File: src/rtl/median_pkg.sv
//------------------------------------------------------------------------------
// Module  : median_pkg
// Brief   : Shared window limits and pointer/count width helper.
// Rev     : 1.0
//------------------------------------------------------------------------------
`default_nettype none

package median_pkg;

   localparam int WIN_MIN = 3;
   localparam int WIN_MAX = 9;

   function automatic int cnt_w(input int win);
      return $clog2(win + 1);
   endfunction

endpackage

`default_nettype wire

File: src/rtl/clk_rst_intrfc.sv
//------------------------------------------------------------------------------
// Module  : clk_rst_intrfc
// Brief   : Clock and asynchronous active-low reset bundle.
// Rev     : 1.0
//------------------------------------------------------------------------------
`default_nettype none

interface clk_rst_intrfc;

   logic clk;
   logic rstn;

   modport master (output clk, output rstn);
   modport slave  (input  clk, input  rstn);

endinterface

`default_nettype wire

File: src/rtl/median_rank_sel.sv
//------------------------------------------------------------------------------
// Module  : median_rank_sel
// Brief   : Combinational selection of the middle-ranked window element.
// Rev     : 1.0
//------------------------------------------------------------------------------
`default_nettype none

module median_rank_sel #(
   parameter int DATA_W = 16,
   parameter int WIN    = 5,
   parameter int SIGNED = 0
) (
   input  logic [WIN*DATA_W-1:0] win_i,
   output logic [DATA_W-1:0]     sel_o
);

   localparam int            RW  = $clog2(WIN);
   localparam logic [RW-1:0] MID = RW'((WIN - 1) / 2);

   function automatic logic lt(input logic [DATA_W-1:0] a, input logic [DATA_W-1:0] b);
      if (SIGNED != 0) return $signed(a) < $signed(b);
      else             return a < b;
   endfunction

   // Equal values are ordered by slot index, so every element owns a unique rank.
   always_comb begin
      logic [RW-1:0]     rank;
      logic [DATA_W-1:0] ei;
      logic [DATA_W-1:0] ej;
      sel_o = '0;
      rank  = '0;
      ei    = '0;
      ej    = '0;
      for (int i = 0; i < WIN; i++) begin
         ei   = win_i[i*DATA_W +: DATA_W];
         rank = '0;
         for (int j = 0; j < WIN; j++) begin
            ej = win_i[j*DATA_W +: DATA_W];
            if ((j != i) && (lt(ej, ei) || ((ej == ei) && (j < i))))
               rank = rank + 1'b1;
         end
         if (rank == MID)
            sel_o = ei;
      end
   end

endmodule

`default_nettype wire

File: src/rtl/median_filter_n.sv
//------------------------------------------------------------------------------
// Module  : median_filter_n
// Brief   : Sliding-window median filter with bypass, flush and fill tracking.
// Rev     : 1.0
//------------------------------------------------------------------------------
`default_nettype none

module median_filter_n
   import median_pkg::*;
#(
   parameter int DATA_W = 16,
   parameter int WIN    = 5,
   parameter int SIGNED = 0
) (
   clk_rst_intrfc.slave      inst_in,
   input  logic [DATA_W-1:0] data_i,
   input  logic              data_av_sync,
   input  logic              flush_i,
   input  logic              bypass_i,
   output logic [DATA_W-1:0] median,
   output logic              median_en,
   output logic              window_full
);

   localparam int            CW     = cnt_w(WIN);
   localparam logic [CW-1:0] C_WIN  = CW'(WIN);
   localparam logic [CW-1:0] C_LAST = CW'(WIN - 1);

   generate
      if ((WIN < WIN_MIN) || (WIN > WIN_MAX) || ((WIN % 2) == 0)) begin : g_win_illegal
         $fatal(1, "median_filter_n: WIN must be odd and within 3..9");
      end
   endgenerate

   logic [DATA_W-1:0]     win_q [WIN];
   logic [DATA_W-1:0]     win_d [WIN];
   logic [CW-1:0]         ptr_q, ptr_d;
   logic [CW-1:0]         cnt_q, cnt_d;
   logic                  pend_q, pend_d;
   logic                  byp_q, byp_d;
   logic [DATA_W-1:0]     byp_data_q;
   logic [DATA_W-1:0]     median_q, median_d;
   logic                  median_en_q, median_en_d;
   logic [WIN*DATA_W-1:0] win_packed;
   logic [DATA_W-1:0]     rank_val;

   generate
      for (genvar g = 0; g < WIN; g++) begin : g_pack
         assign win_packed[g*DATA_W +: DATA_W] = win_q[g];
      end
   endgenerate

   median_rank_sel #(
      .DATA_W (DATA_W),
      .WIN    (WIN),
      .SIGNED (SIGNED)
   ) u_rank_sel (
      .win_i (win_packed),
      .sel_o (rank_val)
   );

   // Acceptance edge only records intent; the median is taken one edge later
   // from the registered window, keeping the sorter off the input path.
   always_comb begin
      win_d       = win_q;
      ptr_d       = ptr_q;
      cnt_d       = cnt_q;
      pend_d      = 1'b0;
      byp_d       = 1'b0;
      median_d    = median_q;
      median_en_d = pend_q;
      if (pend_q)
         median_d = byp_q ? byp_data_q : rank_val;
      if (flush_i) begin
         for (int i = 0; i < WIN; i++)
            win_d[i] = '0;
         ptr_d = '0;
         cnt_d = '0;
      end
      if (data_av_sync) begin
         win_d[ptr_d] = data_i;
         ptr_d        = (ptr_d == C_LAST) ? '0 : ptr_d + 1'b1;
         if (cnt_d != C_WIN)
            cnt_d = cnt_d + 1'b1;
         pend_d = bypass_i || (cnt_d == C_WIN);
         byp_d  = bypass_i;
      end
   end

   always_ff @(posedge inst_in.clk or negedge inst_in.rstn) begin
      if (!inst_in.rstn) begin
         for (int i = 0; i < WIN; i++)
            win_q[i] <= '0;
         ptr_q       <= '0;
         cnt_q       <= '0;
         pend_q      <= 1'b0;
         byp_q       <= 1'b0;
         byp_data_q  <= '0;
         median_q    <= '0;
         median_en_q <= 1'b0;
      end else begin
         win_q       <= win_d;
         ptr_q       <= ptr_d;
         cnt_q       <= cnt_d;
         pend_q      <= pend_d;
         byp_q       <= byp_d;
         byp_data_q  <= data_i;
         median_q    <= median_d;
         median_en_q <= median_en_d;
      end
   end

   assign median      = median_q;
   assign median_en   = median_en_q;
   assign window_full = (cnt_q == C_WIN);

endmodule

`default_nettype wire

File: src/flat_wrapper.sv
// flat-port wrapper written by rule: the top's interface ports become plain ports
module median_filter_n_flat import median_pkg::*;
#(
   parameter int DATA_W = 16,
   parameter int WIN    = 5,
   parameter int SIGNED = 0
)
  (data_i, data_av_sync, flush_i, bypass_i, median, median_en, window_full, inst_in_clk, inst_in_rstn);
  clk_rst_intrfc inst_in_i ();
  input  logic [DATA_W-1:0] data_i;
  input  logic data_av_sync;
  input  logic flush_i;
  input  logic bypass_i;
  output logic [DATA_W-1:0] median;
  output logic median_en;
  output logic window_full;
  input wire logic [$bits(inst_in_i.clk)-1:0] inst_in_clk;
  input wire logic [$bits(inst_in_i.rstn)-1:0] inst_in_rstn;
  assign inst_in_i.clk = inst_in_clk;
  assign inst_in_i.rstn = inst_in_rstn;
  median_filter_n #(.DATA_W(DATA_W), .WIN(WIN), .SIGNED(SIGNED)) u_core (.inst_in(inst_in_i), .data_i(data_i), .data_av_sync(data_av_sync), .flush_i(flush_i), .bypass_i(bypass_i), .median(median), .median_en(median_en), .window_full(window_full));
endmodule
File: config.mk
export PLATFORM = sky130hd
export DESIGN_NAME = median_filter_n_flat
export DESIGN_NICKNAME = d
export VERILOG_FILES = /design/src/rtl/median_pkg.sv /design/src/rtl/clk_rst_intrfc.sv /design/src/rtl/median_rank_sel.sv /design/src/rtl/median_filter_n.sv /design/src/flat_wrapper.sv
export SDC_FILE = /design/constraint.sdc
export NUM_CORES = 1
export LEC_CHECK = 0
export BUFFER_PORTS_ARGS = -buffer_cell sky130_fd_sc_hd__buf_2
export CORE_ASPECT_RATIO = 2
export CORE_MARGIN = 2
export CORE_UTILIZATION = 45
export CTS_CLUSTER_DIAMETER = 100
export DETAILED_ROUTE_END_ITERATION = 16
export PLACE_DENSITY = 0.6
export SYNTH_ARGS = -nofsm -noshare
export SYNTH_HDL_FRONTEND = slang
export SYNTH_SLANG_ARGS = --single-unit
File: constraint.sdc
create_clock -name inst_in_clk -period 5.7 [get_ports inst_in_clk]
set_clock_uncertainty 0.05 [all_clocks]
set_input_delay 0.285 -clock inst_in_clk [delete_from_list [all_inputs] [get_ports inst_in_clk]]
set_output_delay 0.285 -clock inst_in_clk [all_outputs]
set_load 0.05 [all_outputs]
==> flow_summary_export.csv, run 1 <==
group,metric,value,unit
finish,drive_gt1_share,10.8,%
finish,n_fill_cell,2158,
synthesis,avgSynthCellArea,9.02,sq um
synthesis,yosys.area.top_type_share,30.9,%
clock_network,cts_buffers,17,
finish,register_area,3030,sq um
timing,finalCriticalPeriod,4.97,ns
setup_path,arrival,5.25,ns
floorplan,die_h,213,microns
synthesis,yosys.area.top_type,"dfrtp_1",
timing,max_freq,201,MHz
finish,fin_cells,1413,
clock_network,cts_sinks,121,
power,p_int,0.00232,W
floorplan,die_x,108,microns
synthesis,synth_area_leaders,"dfrtp_1 31%, ha_1 23%, o31ai_1 6.1%, nand2_1 5.6%, inv_1 4.0%",
power,total_power,0.00444,W
floorplan,die_area,23000,sq um
setup_path,cp_slowest_cell,"nor4_1",
route,drcViolationCount,0,
clock_network,cts_root_buffer,"clkbuf_16",
finish,final_cell_area,11000,sq um
finish,final_nets,1326,
setup_path,critical_path.most_common_cell,"ha_1",
route,wl_per_cell,25.2,microns
power,seq_power_share,23.0,%
placement,gp_congestion,0.944,
setup_path,path_buf_inv,1,
global_route,grt_pass1_wl,54.0,mm
global_route,grt_usage,32.9,%
timing,tightest_slew,1.32,ns
global_route,antenna_found_initial,0,
placement,dp_hpwl,26.5,mm
synthesis,ys_ff_latch,121,
synthesis,yosysWarnings,0,
timing,fin_setup_tns,0,ns
route,drt_iter0_drc,606,
timing,min_period_over_period,87.1,%
clock_network,clock_path_buffers,2,
clock_network,clk_latency,0.45,ns
floorplan,io_pins,39,
power,power.switching,0.00213,W
setup_path,crit_path_cell_trace,"inv_1 > ha_1 > nand4_1 > nor4_1 > a21bo_1 > and3_1 > nand2_1 > ha_1 > xnor2_1 > ha_1 > nor3b_1 > mux2i_1 > mux2_4 > nand2_4 > o221ai_1 > o31a_1",
synthesis,synth-edff-count,0,
clock_network,clk_pin_slew_worst_paths,0.06,ns
timing,rsz0062_at_grt,"no",
route,num_vias,8785,
job,drv_cap,0,
synthesis,ys_types,68,
power,pwr-share-comb,52.0,%
synthesis,synth.most_common_cell,"ha_1",
clock_network,h-tree-depth,4,
placement,port_buffers,38,
route,antenna_left,0,
clock_network,cts_tree,"yes",
timing,setup_viol,0,
global_route,grt-ovfl-total,0,
route,avgViaCountPerCell,6.22,
synthesis,synth_common_cells,"177 x ha_1, 147 x nand2_1, 121 x dfrtp_1, 104 x inv_1, 80 x o31ai_1",
synthesis,synthArstFlopShare,100,%
finish,area_growth,12.3,%
setup_path,max_stage_delay,0.57,ns
synthesis,yosysSeqAreaShare,30.9,%
timing,slew_headroom,11.6,%
floorplan,rows,76,
power,p_per_area,404,nW/um^2
hold_path,hp-class,"input port to flop",
clock_network,postCtsSetupBuffers,0,
power,leakage,4.91,nW
power,vdd_ir_drop_max,0.000674,V
synthesis,syn_nets,1283,
placement,dp_cells,1366,
setup_path,path_delay_family,"simple AND/OR/NAND/NOR gates",
synthesis,syn_area,9790,sq um
setup_path,crit_path_start_kind,"flop",
synthesis,synth_flop_cell,"dfrtp_1",
route,drt_wl_total,35.7,mm
global_route,grt_pass1_vias,8969,
setup_path,worstSetupPathType,"flop to flop",
route,first_pass_iters,9,
synthesis,netlist_instances,1085,
setup_path,endpoint_kind,"flop",
floorplan,coreArea,21500,sq um
setup_path,cp_max_fo,18,
placement,placed_area,10200,sq um
run_status,status,"finished clean",
power,p_sw_share,47.8,%
setup_path,reg2reg_slack,0.73,ns
finish,antenna_cells,0,
setup_path,cp.required,5.98,ns
power,p_clk_share,25.0,%
timing,hold_violations,0,
timing,drv_slew,0,
finish,multiInputGateArea,6180,sq um
floorplan,start_util,45.6,%
global_route,grt_max_degree,62,
==> cell type report <==
class,instances,area share (%)
Clock buffer,20,4.24
Clock inverter,11,1.10
Inverter,105,3.58
Multi-Input combinational cell,814,56.2
Sequential cell,121,27.5
Tap cell,273,3.11
Timing Repair Buffer,69,4.23
==> state kept, by name (all words and copies together), names as in the netlist <==
signal / cells
u_core.median: 16
u_core.median_en: 1
u_core.byp_q: 1
u_core.median_en_d: 1
u_core.ptr_q: 3
u_core.win_packed: 80
u_core.cnt_q: 3
u_core.byp_data_q: 16
==> cell usage in the layout, fill, tap and decap left out, drive strengths merged, types with 13 or more instances in the layout <==
cell	n
nor2b	13
o31ai	90
a21oi	61
ha	177
nand2	148
o21ai	37
nor3	40
dfrtp	121
nand3	28
clkbuf	20
inv	106
mux2i	17
o221ai	16
buf	53
nand4	40
nor2	21
a211oi	18
dlygate4sd3	16
==> power by group through the flow <==
stage,combinational [W],sequential (W),clock [W]
after CTS,0.00226,0.00102,0.00113
final,0.00231,0.00102,0.00111
after floorplan,0.00145,0.00117,0
after global placement,0.00222,0.00104,0
after detailed placement,0.00224,0.00103,0
after global routing,0.00247,0.00103,0.00115
==> timing repair <==
item,CTS,global route
hold endpoints to repair,75,0
hold buffers,16,0
resized for setup,0,0
endpoints found under the setup margin,0,0
==> metrics by stage <==
step	setup WS [ns]	utilization [%]	hold WS, ns
2_1_floorplan	1.77	-	-0.0606
3_3_place_gp	0.880	47.7	0.391
3_5_place_dp	0.861	47.7	0.389
4_1_cts	0.833	51.2	0.0125
5_1_grt	0.469	51.2	0.0219
6_report	0.735	51.2	0.0274
==> cell families after synthesis <==
kind of cell	share of synthesized area, %
AND/OR/NAND/NOR	16.8
AO/OA/AOI/OAI	21.1
adder cells (fa/ha/maj)	22.6
buffers and inverters	6.19
flip-flops	30.9
multiplexers	2.02
XOR/XNOR	0.358
==> per-layer routing <==
metal  track usage [%]  vias to the layer above  wire length [microns]
li1                  -                     4115                      -
met4              25.5                        0                   3040
met1              35.5                     4219                  13000
met5                 0                        -                      0
met3              5.61                      129                   1610
met2              56.0                      322                  18000
==> worst paths after layout <==
| path | start | to | cells past startpoint |
|---|---|---|---|
| max | u_core.win_packed[14]$_DFF_PN0_ | u_core.median[7]$_DFFE_PN0P_ | 16 |
| min | bypass_i | u_core.byp_q$_DFF_PN0_ | 2 |
| max reg2reg | u_core.win_packed[14]$_DFF_PN0_ | u_core.median[7]$_DFFE_PN0P_ | 16 |
| min reg2reg | u_core.median[12]$_DFFE_PN0P_ | u_core.median[12]$_DFFE_PN0P_ | 2 |
| max in group asynchronous | inst_in_rstn | u_core.win_packed[50]$_DFF_PN0_ | 3 |
| min in group asynchronous | inst_in_rstn | u_core.win_packed[58]$_DFF_PN0_ | 2 |
Note: power is estimated with default switching activity, not from simulation.
==> run 2: changes to the inputs <==
--- a/config.mk
+++ b/config.mk
@@ -5,6 +5,7 @@
 export SDC_FILE = /design/constraint.sdc
 export NUM_CORES = 1
 export LEC_CHECK = 0
+export ABC_AREA = 1
 export BUFFER_PORTS_ARGS = -buffer_cell sky130_fd_sc_hd__buf_2
 export CORE_ASPECT_RATIO = 2
 export CORE_MARGIN = 2
==> flow_summary_export.csv, run 2 <==
group,metric,value,unit
run_status,status,"finished clean",
setup_path,crit_path_start_kind,"flop",
hold_path,hold-path-endpoint,"u_core.byp_q$_DFF_PN0_",
route,first_pass_iters,7,
timing,finalCriticalPeriod,4.36,ns
clock_network,cts_root_buffer,"clkbuf_16",
synthesis,avgSynthCellArea,7.41,sq um
floorplan,die_h,219,microns
floorplan,die_x,111,microns
synthesis,ys_ff_latch,121,
finish,area_growth,11.1,%
clock_network,cts_tree,"yes",
finish,final_cell_area,11500,sq um
job,drv_cap,0,
setup_path,arrival,4.63,ns
floorplan,die_area,24300,sq um
clock_network,cts_hold_buffers,18,
synthesis,synth_flop_cell,"dfrtp_1",
finish,drive_gt1_share,8.90,%
finish,fin_cells,1730,
floorplan,io_pins,39,
synthesis,synth-edff-count,0,
synthesis,yosys.area.top_type,"dfrtp_1",
global_route,grt_pass1_vias,9524,
synthesis,yosys.area.top_type_share,29.2,%
clock_network,cts_buffers,17,
synthesis,synthArstFlopShare,100,%
finish,layout_commonest_cell,"nand2_1",
route,num_vias,9603,
setup_path,worstSetupPathType,"flop to flop",
clock_network,cts_sinks,121,
placement,dp_hpwl,25.3,mm
hold_path,holdCritStartpoint,"data_av_sync",
placement,port_buffers,38,
power,p_per_area,437,nW/um^2
timing,max_freq,229,MHz
setup_path,endpoint_kind,"flop",
timing,setup_viol,0,
setup_path,max_stage_delay,0.67,ns
timing,tightest_slew,1.14,ns
synthesis,netlist_instances,1398,
clock_network,clk_latency,0.44,ns
placement,placed_area,10700,sq um
clock_network,postCtsSetupBuffers,0,
synthesis,yosysWarnings,0,
setup_path,r2r_start,"u_core.win_packed[13]$_DFF_PN0_",
timing,rsz0062_at_grt,"no",
timing,min_period_over_period,76.5,%
synthesis,synth.most_common_cell,"nand2_1",
clock_network,cts_resized,0,
synthesis,syn_area,10400,sq um
route,wl_per_cell,19.3,microns
power,leakage,6.09,nW
route,antenna_left,0,
synthesis,syn_nets,1596,
global_route,grt_usage,28.3,%
route,drt_wl_total,33.4,mm
floorplan,start_util,45.7,%
finish,final_nets,1635,
synthesis,ys_types,37,
global_route,grt_max_degree,67,
hold_path,hp-class,"input port to flop",
setup_path,regToRegEndpoint,"u_core.median[2]$_DFFE_PN0P_",
finish,final_cell_mix,"296 x nand2_1, 212 x nand3_1, 190 x inv_1",
global_route,grt_pass1_wl,52.8,mm
power,vdd_ir_drop_max,0.000350,V
global_route,antenna_found_initial,0,
route,drt_iter0_drc,757,
floorplan,coreArea,22600,sq um
setup_path,ff2ff_path_depth,24,
placement,gp_congestion,0.962,
timing,hold_violations,0,
synthesis,yosysSeqAreaShare,29.2,%
timing,fin_setup_tns,0,ns
finish,antenna_cells,0,
floorplan,rows,78,
route,avgViaCountPerCell,5.55,
synthesis,synth_area_leaders,"dfrtp_1 29%, ha_1 21%, nand2_1 11%, nand3_1 10%, inv_1 6.9%",
timing,drv_slew,0,
timing,slew_headroom,24.2,%
hold_path,min_path_cells,3,
setup_path,cp_max_fo,17,
clock_network,clk_pin_slew_worst_paths,0.06,ns
finish,largest_register_ffs,80,
route,drcViolationCount,0,
synthesis,synth_common_cells,"296 x nand2_1, 212 x nand3_1, 190 x inv_1, 177 x ha_1, 121 x dfrtp_1",
placement,dp_cells,1680,
setup_path,critical_path.most_common_cell,"nand2_1",
global_route,grt-ovfl-total,0,
setup_path,crit_path_cell_trace,"inv_1 > ha_1 > nand2_1 > inv_1 > o21ai_0 > nand2_1 > a21oi_1 > nand2_1 > a31oi_1 > inv_1 > ha_1 > nand2_2 > inv_2 > nor2_2 > ha_1 > nand2_1 > xnor2_4 > nand2_4 > nand2_1 > inv_1 > nand2_1 > nand2_1 > nand2_1 > nand2_1",
setup_path,reg2reg_slack,1.34,ns
setup_path,cp.required,5.97,ns
clock_network,h-tree-depth,4,
clock_network,clock_path_buffers,2,
setup_path,cp_slowest_cell,"xnor2_4",
-- run 2: stage by stage --
| stage | worst slack [ns] | total power, W | hold slack [ns] | util, % |
|---|---|---|---|---|
| finish | 1.34 | 0.00503 | 0.138 | 50.8 |
| global route | 1.03 | 0.00545 | 0.158 | 50.8 |
| CTS | 1.38 | 0.00501 | 0.119 | 50.8 |
| detailed placement | 1.39 | 0.00388 | 0.319 | 47.4 |
| global placement | 1.41 | 0.00387 | 0.325 | 47.4 |
| floorplan | 2.45 | 0.00324 | -0.0606 | - |
-- run 2: worst max path at each step --
stage,start,end,slack (ns),cells after the start
after global placement,u_core.win_packed[13]$_DFF_PN0_,u_core.median[1]$_DFFE_PN0P_,1.41,24
after CTS,u_core.win_packed[13]$_DFF_PN0_,u_core.median[1]$_DFFE_PN0P_,1.38,24
after detailed placement,u_core.win_packed[13]$_DFF_PN0_,u_core.median[11]$_DFFE_PN0P_,1.39,24
after floorplan,u_core.win_packed[13]$_DFF_PN0_,u_core.median[10]$_DFFE_PN0P_,2.45,25
after global routing,u_core.win_packed[13]$_DFF_PN0_,u_core.median[2]$_DFFE_PN0P_,1.03,24
final,u_core.win_packed[13]$_DFF_PN0_,u_core.median[2]$_DFFE_PN0P_,1.34,24
-- run 2: power breakdown --
group / switching (W) / internal (W)
Sequential: 0.0000926 / 0.000945
Combinational: 0.00205 / 0.000838
Clock: 0.000427 / 0.000678
Total: 0.00257 / 0.00246
-- run 2: final cells by class --
class,count,area [sq um]
Timing Repair Buffer,64,433
Clock inverter,10,119
Inverter,193,724
Fill cell,2312,11100
Tap cell,280,350
Sequential cell,121,3030
Multi-Input combinational cell,1040,6370
Clock buffer,22,474
-- run 2: critical path, delay by kind of cell (launching register included) --
family / cells / cell delay, ns
AOI/OAI and AO/OA: 3 / 0.66
xor gates and xnor gates: 1 / 0.67
adders and majority gates: 3 / 0.80
buffers and inverters: 5 / 0.29
DFF: 1 / 0.50
and+or+nand+nor: 12 / 1.26
-- run 2: layer usage --
metal / global-route usage, % / share of wire, % / up-vias
met5: 0 / 0 / -
met3: 3.33 / 4.3 / 77
met4: 13.2 / 4.4 / 0
met2: 50.1 / 51 / 293
met1: 34.1 / 41 / 4523
li1: - / - / 4710
-- run 2: cell families after synthesis --
logic type               after synthesis  share of synthesized area, %
AND/OR/NAND/NOR                      658                          29.1
buffers and inverters                237                          9.23
AO/OA/AOI/OAI                        200                          10.1
adder cells (fa/ha/maj)              177                          21.4
flip-flops                           121                          29.2
XOR/XNOR                               5                         0.930
==> run 3: changes to the inputs <==
--- a/config.mk
+++ b/config.mk
@@ -12,7 +12,7 @@
 export CORE_UTILIZATION = 45
 export CTS_CLUSTER_DIAMETER = 100
 export DETAILED_ROUTE_END_ITERATION = 16
-export PLACE_DENSITY = 0.6
+export PLACE_DENSITY = 0.62
 export SYNTH_ARGS = -nofsm -noshare
 export SYNTH_HDL_FRONTEND = slang
 export SYNTH_SLANG_ARGS = --single-unit
==> constraint.sdc (replaced) <==
create_clock -name inst_in_clk -period 3.7 [get_ports inst_in_clk]
set_clock_uncertainty 0.05 [all_clocks]
set_input_delay 0.185 -clock inst_in_clk [delete_from_list [all_inputs] [get_ports inst_in_clk]]
set_output_delay 0.185 -clock inst_in_clk [all_outputs]
set_load 0.05 [all_outputs]
==> flow_summary_export.csv, run 3 (same netlist as run 2, synthesis figures left out) <==
group,metric,value,unit
run_status,status,"finished clean",
setup_path,cp_slowest_cell,"dfrtp_1",
timing,min_period_over_period,96.1,%
setup_path,cp_max_fo,8,
floorplan,coreArea,22600,sq um
finish,register_area,3040,sq um
clock_network,cts_tree,"yes",
route,antenna_left,0,
setup_path,r2r_start,"u_core.win_packed[75]$_DFF_PN0_",
setup_path,max_stage_delay,0.43,ns
setup_path,regToRegEndpoint,"u_core.median[11]$_DFFE_PN0P_",
setup_path,critical_path.most_common_cell,"nand2_1",
finish,drive_gt1_share,20.4,%
route,num_vias,10300,
route,drcViolationCount,0,
clock_network,clock_path_buffers,2,
setup_path,path_depth,22,
placement,port_buffers,38,
global_route,grt-ovfl-total,0,
timing,hold_violations,0,
job,drv_cap,0,
global_route,grt_pass1_vias,9887,
floorplan,start_util,45.7,%
timing,holdWs,0.0432,ns
setup_path,endpoint_kind,"flop",
placement,gp_congestion,0.955,
clock_network,h-tree-depth,4,
timing,timing.final.ws_setup,0.145,ns
timing,slew_headroom,27.5,%
floorplan,rows,78,
clock_network,cts_root_buffer,"clkbuf_16",
setup_path,crit_path_start_kind,"flop",
floorplan,die_h,219,microns
route,drt_wl_total,36.4,mm
hold_path,hp-class,"input port to flop",
route,drt_iter0_drc,641,
floorplan,io_pins,39,
finish,area_growth,24.9,%
floorplan,die_area,24300,sq um
finish,final_nets,1741,
timing,tightest_slew,1.09,ns
finish,multiInputGateArea,6810,sq um
clock_network,cts_sinks,121,
power,vdd_ir_drop_max,0.000549,V
finish,final_cell_mix,"280 x nand2_1, 200 x nand3_1, 181 x inv_1",
finish,layout_commonest_cell,"nand2_1",
timing,setup_viol,0,
setup_path,reg2reg_slack,0.14,ns
placement,dp_hpwl,27.3,mm
global_route,grt_usage,29.3,%
setup_path,crit_path_end,"u_core.median[11]$_DFFE_PN0P_",
timing,drv_slew,0,
route,first_pass_iters,6,
setup_path,worstSetupPathType,"flop to flop",
setup_path,path_delay_family,"simple AND/OR/NAND/NOR gates",
setup_path,ff2ff_path_depth,22,
placement,pre_cts_ws,-0.0231,ns
timing,rsz0062_at_grt,"yes",
global_route,grt_pass1_wl,54.7,mm
placement,dp_cells,1761,
finish,antenna_cells,0,
power,p_per_area,724,nW/um^2
setup_path,crit_path_cell_trace,"buf_4 > ha_1 > a21oi_2 > o21ai_2 > a21oi_2 > nand2_1 > a31oi_2 > inv_1 > ha_4 > nor2_1 > nor2_2 > ha_1 > nand2_2 > xnor2_4 > buf_12 > nand2_2 > nand2_1 > inv_1 > nand2_1 > nand2_1 > nand2_1 > nand2_1",
timing,fin_setup_tns,0,ns
setup_path,cp.required,3.97,ns
finish,largest_register_ffs,80,
route,avgViaCountPerCell,5.62,
clock_network,clk_latency,0.44,ns
route,wl_per_cell,19.8,microns
timing,finalCriticalPeriod,3.56,ns
setup_path,arrival,3.83,ns
timing,max_freq,281,MHz
finish,n_fill_cell,2174,
finish,fin_cells,1836,
global_route,antenna_found_initial,0,
setup_path,critPathLaunch,"u_core.win_packed[75]$_DFF_PN0_",
power,leakage,6.76,nW
global_route,grt_max_degree,82,
setup_path,path_buf_inv,4,
floorplan,die_x,111,microns
clock_network,clk_pin_slew_worst_paths,0.06,ns
clock_network,cts_buffers,17,
run 3: cell count changes in the layout (fill, tap and decap cells not counted), moves of 10 or more:
cell	change
buf_4	+81
nand2_1	-16
nand2_2	+14
ha_1	-12
nand3_1	-12
dfrtp_1	-11
dfrtp_2	+11
ha_4	+11
nand3_2	+11
a21oi_1	-10
a21oi_2	+10
buf_6	+10
run 3: repair_timing:
item | in CTS | in global routing
hold buffers | 18 | 0
gates resized for setup | 2 | 110
gates cloned | 0 | 7
hold endpoints to repair | 54 | 0
pin swaps | 1 | 42
endpoints found under the setup margin | 7 | 16
setup buffers | 0 | 18
run 3: cell type report:
cell class	count	share of cell area (%)
inverters	193	5.64
clock buffers	18	3.39
clock inverters	14	1.25
well taps	280	2.71
repair buffers	167	10.9
flip-flops and latches	121	23.5
multi-input cells	1043	52.6
run 3: stage by stage:
stage	util (%)	area, sq um	total power (W)
finish	57.1	12900	0.00937
floorplan	-	10400	0.00498
CTS	53.9	12200	0.00840
global placement	50.4	11400	0.00659
detailed placement	50.4	11400	0.00662
global route	57.1	12900	0.00997
run 3: report_power, final:
| group | switching (W) | internal, W | leakage, nW |
|---|---|---|---|
| clock | 0.000707 | 0.00102 | 0.295 |
| sequential | 0.000118 | 0.00146 | 1.58 |
| combinational | 0.00378 | 0.00228 | 4.88 |
run 3: per-layer routing:
metal  share of wire, %  up-vias  GRT usage (%)
li1                   -     4928              -
met1                 38     4860           33.3
met2                 51      387           53.4
met3                4.3      138           3.58
met4                6.6        0           15.3
met5                  0        -              0
run 3: worst min path at each step:
| stage | slack [ns] | cells past startpoint | from | endpoint |
|---|---|---|---|---|
| finish | 0.04 | 3 | data_av_sync | u_core.byp_q$_DFF_PN0_ |
| global route | 0.06 | 3 | data_av_sync | u_core.byp_q$_DFF_PN0_ |
| CTS | 0.02 | 3 | data_av_sync | u_core.byp_q$_DFF_PN0_ |
| detailed placement | 0.14 | 1 | inst_in_rstn | u_core.win_packed[60]$_DFF_PN0_ |
| global placement | 0.14 | 1 | inst_in_rstn | u_core.win_packed[60]$_DFF_PN0_ |
| floorplan | -0.16 | 0 | inst_in_rstn | u_core.byp_data_q[0]$_DFF_PN0_ |
run 3: worst register-to-register path: cells and delay by family, from the launching register on:
kind	cells	cell delay (ns)
AO/OA/AOI/OAI	4	0.68
AND/OR/NAND/NOR	10	0.88
adder cells (fa/ha/maj)	3	0.78
buffers and inverters	4	0.46
XOR/XNOR	1	0.16
flip-flops	1	0.43
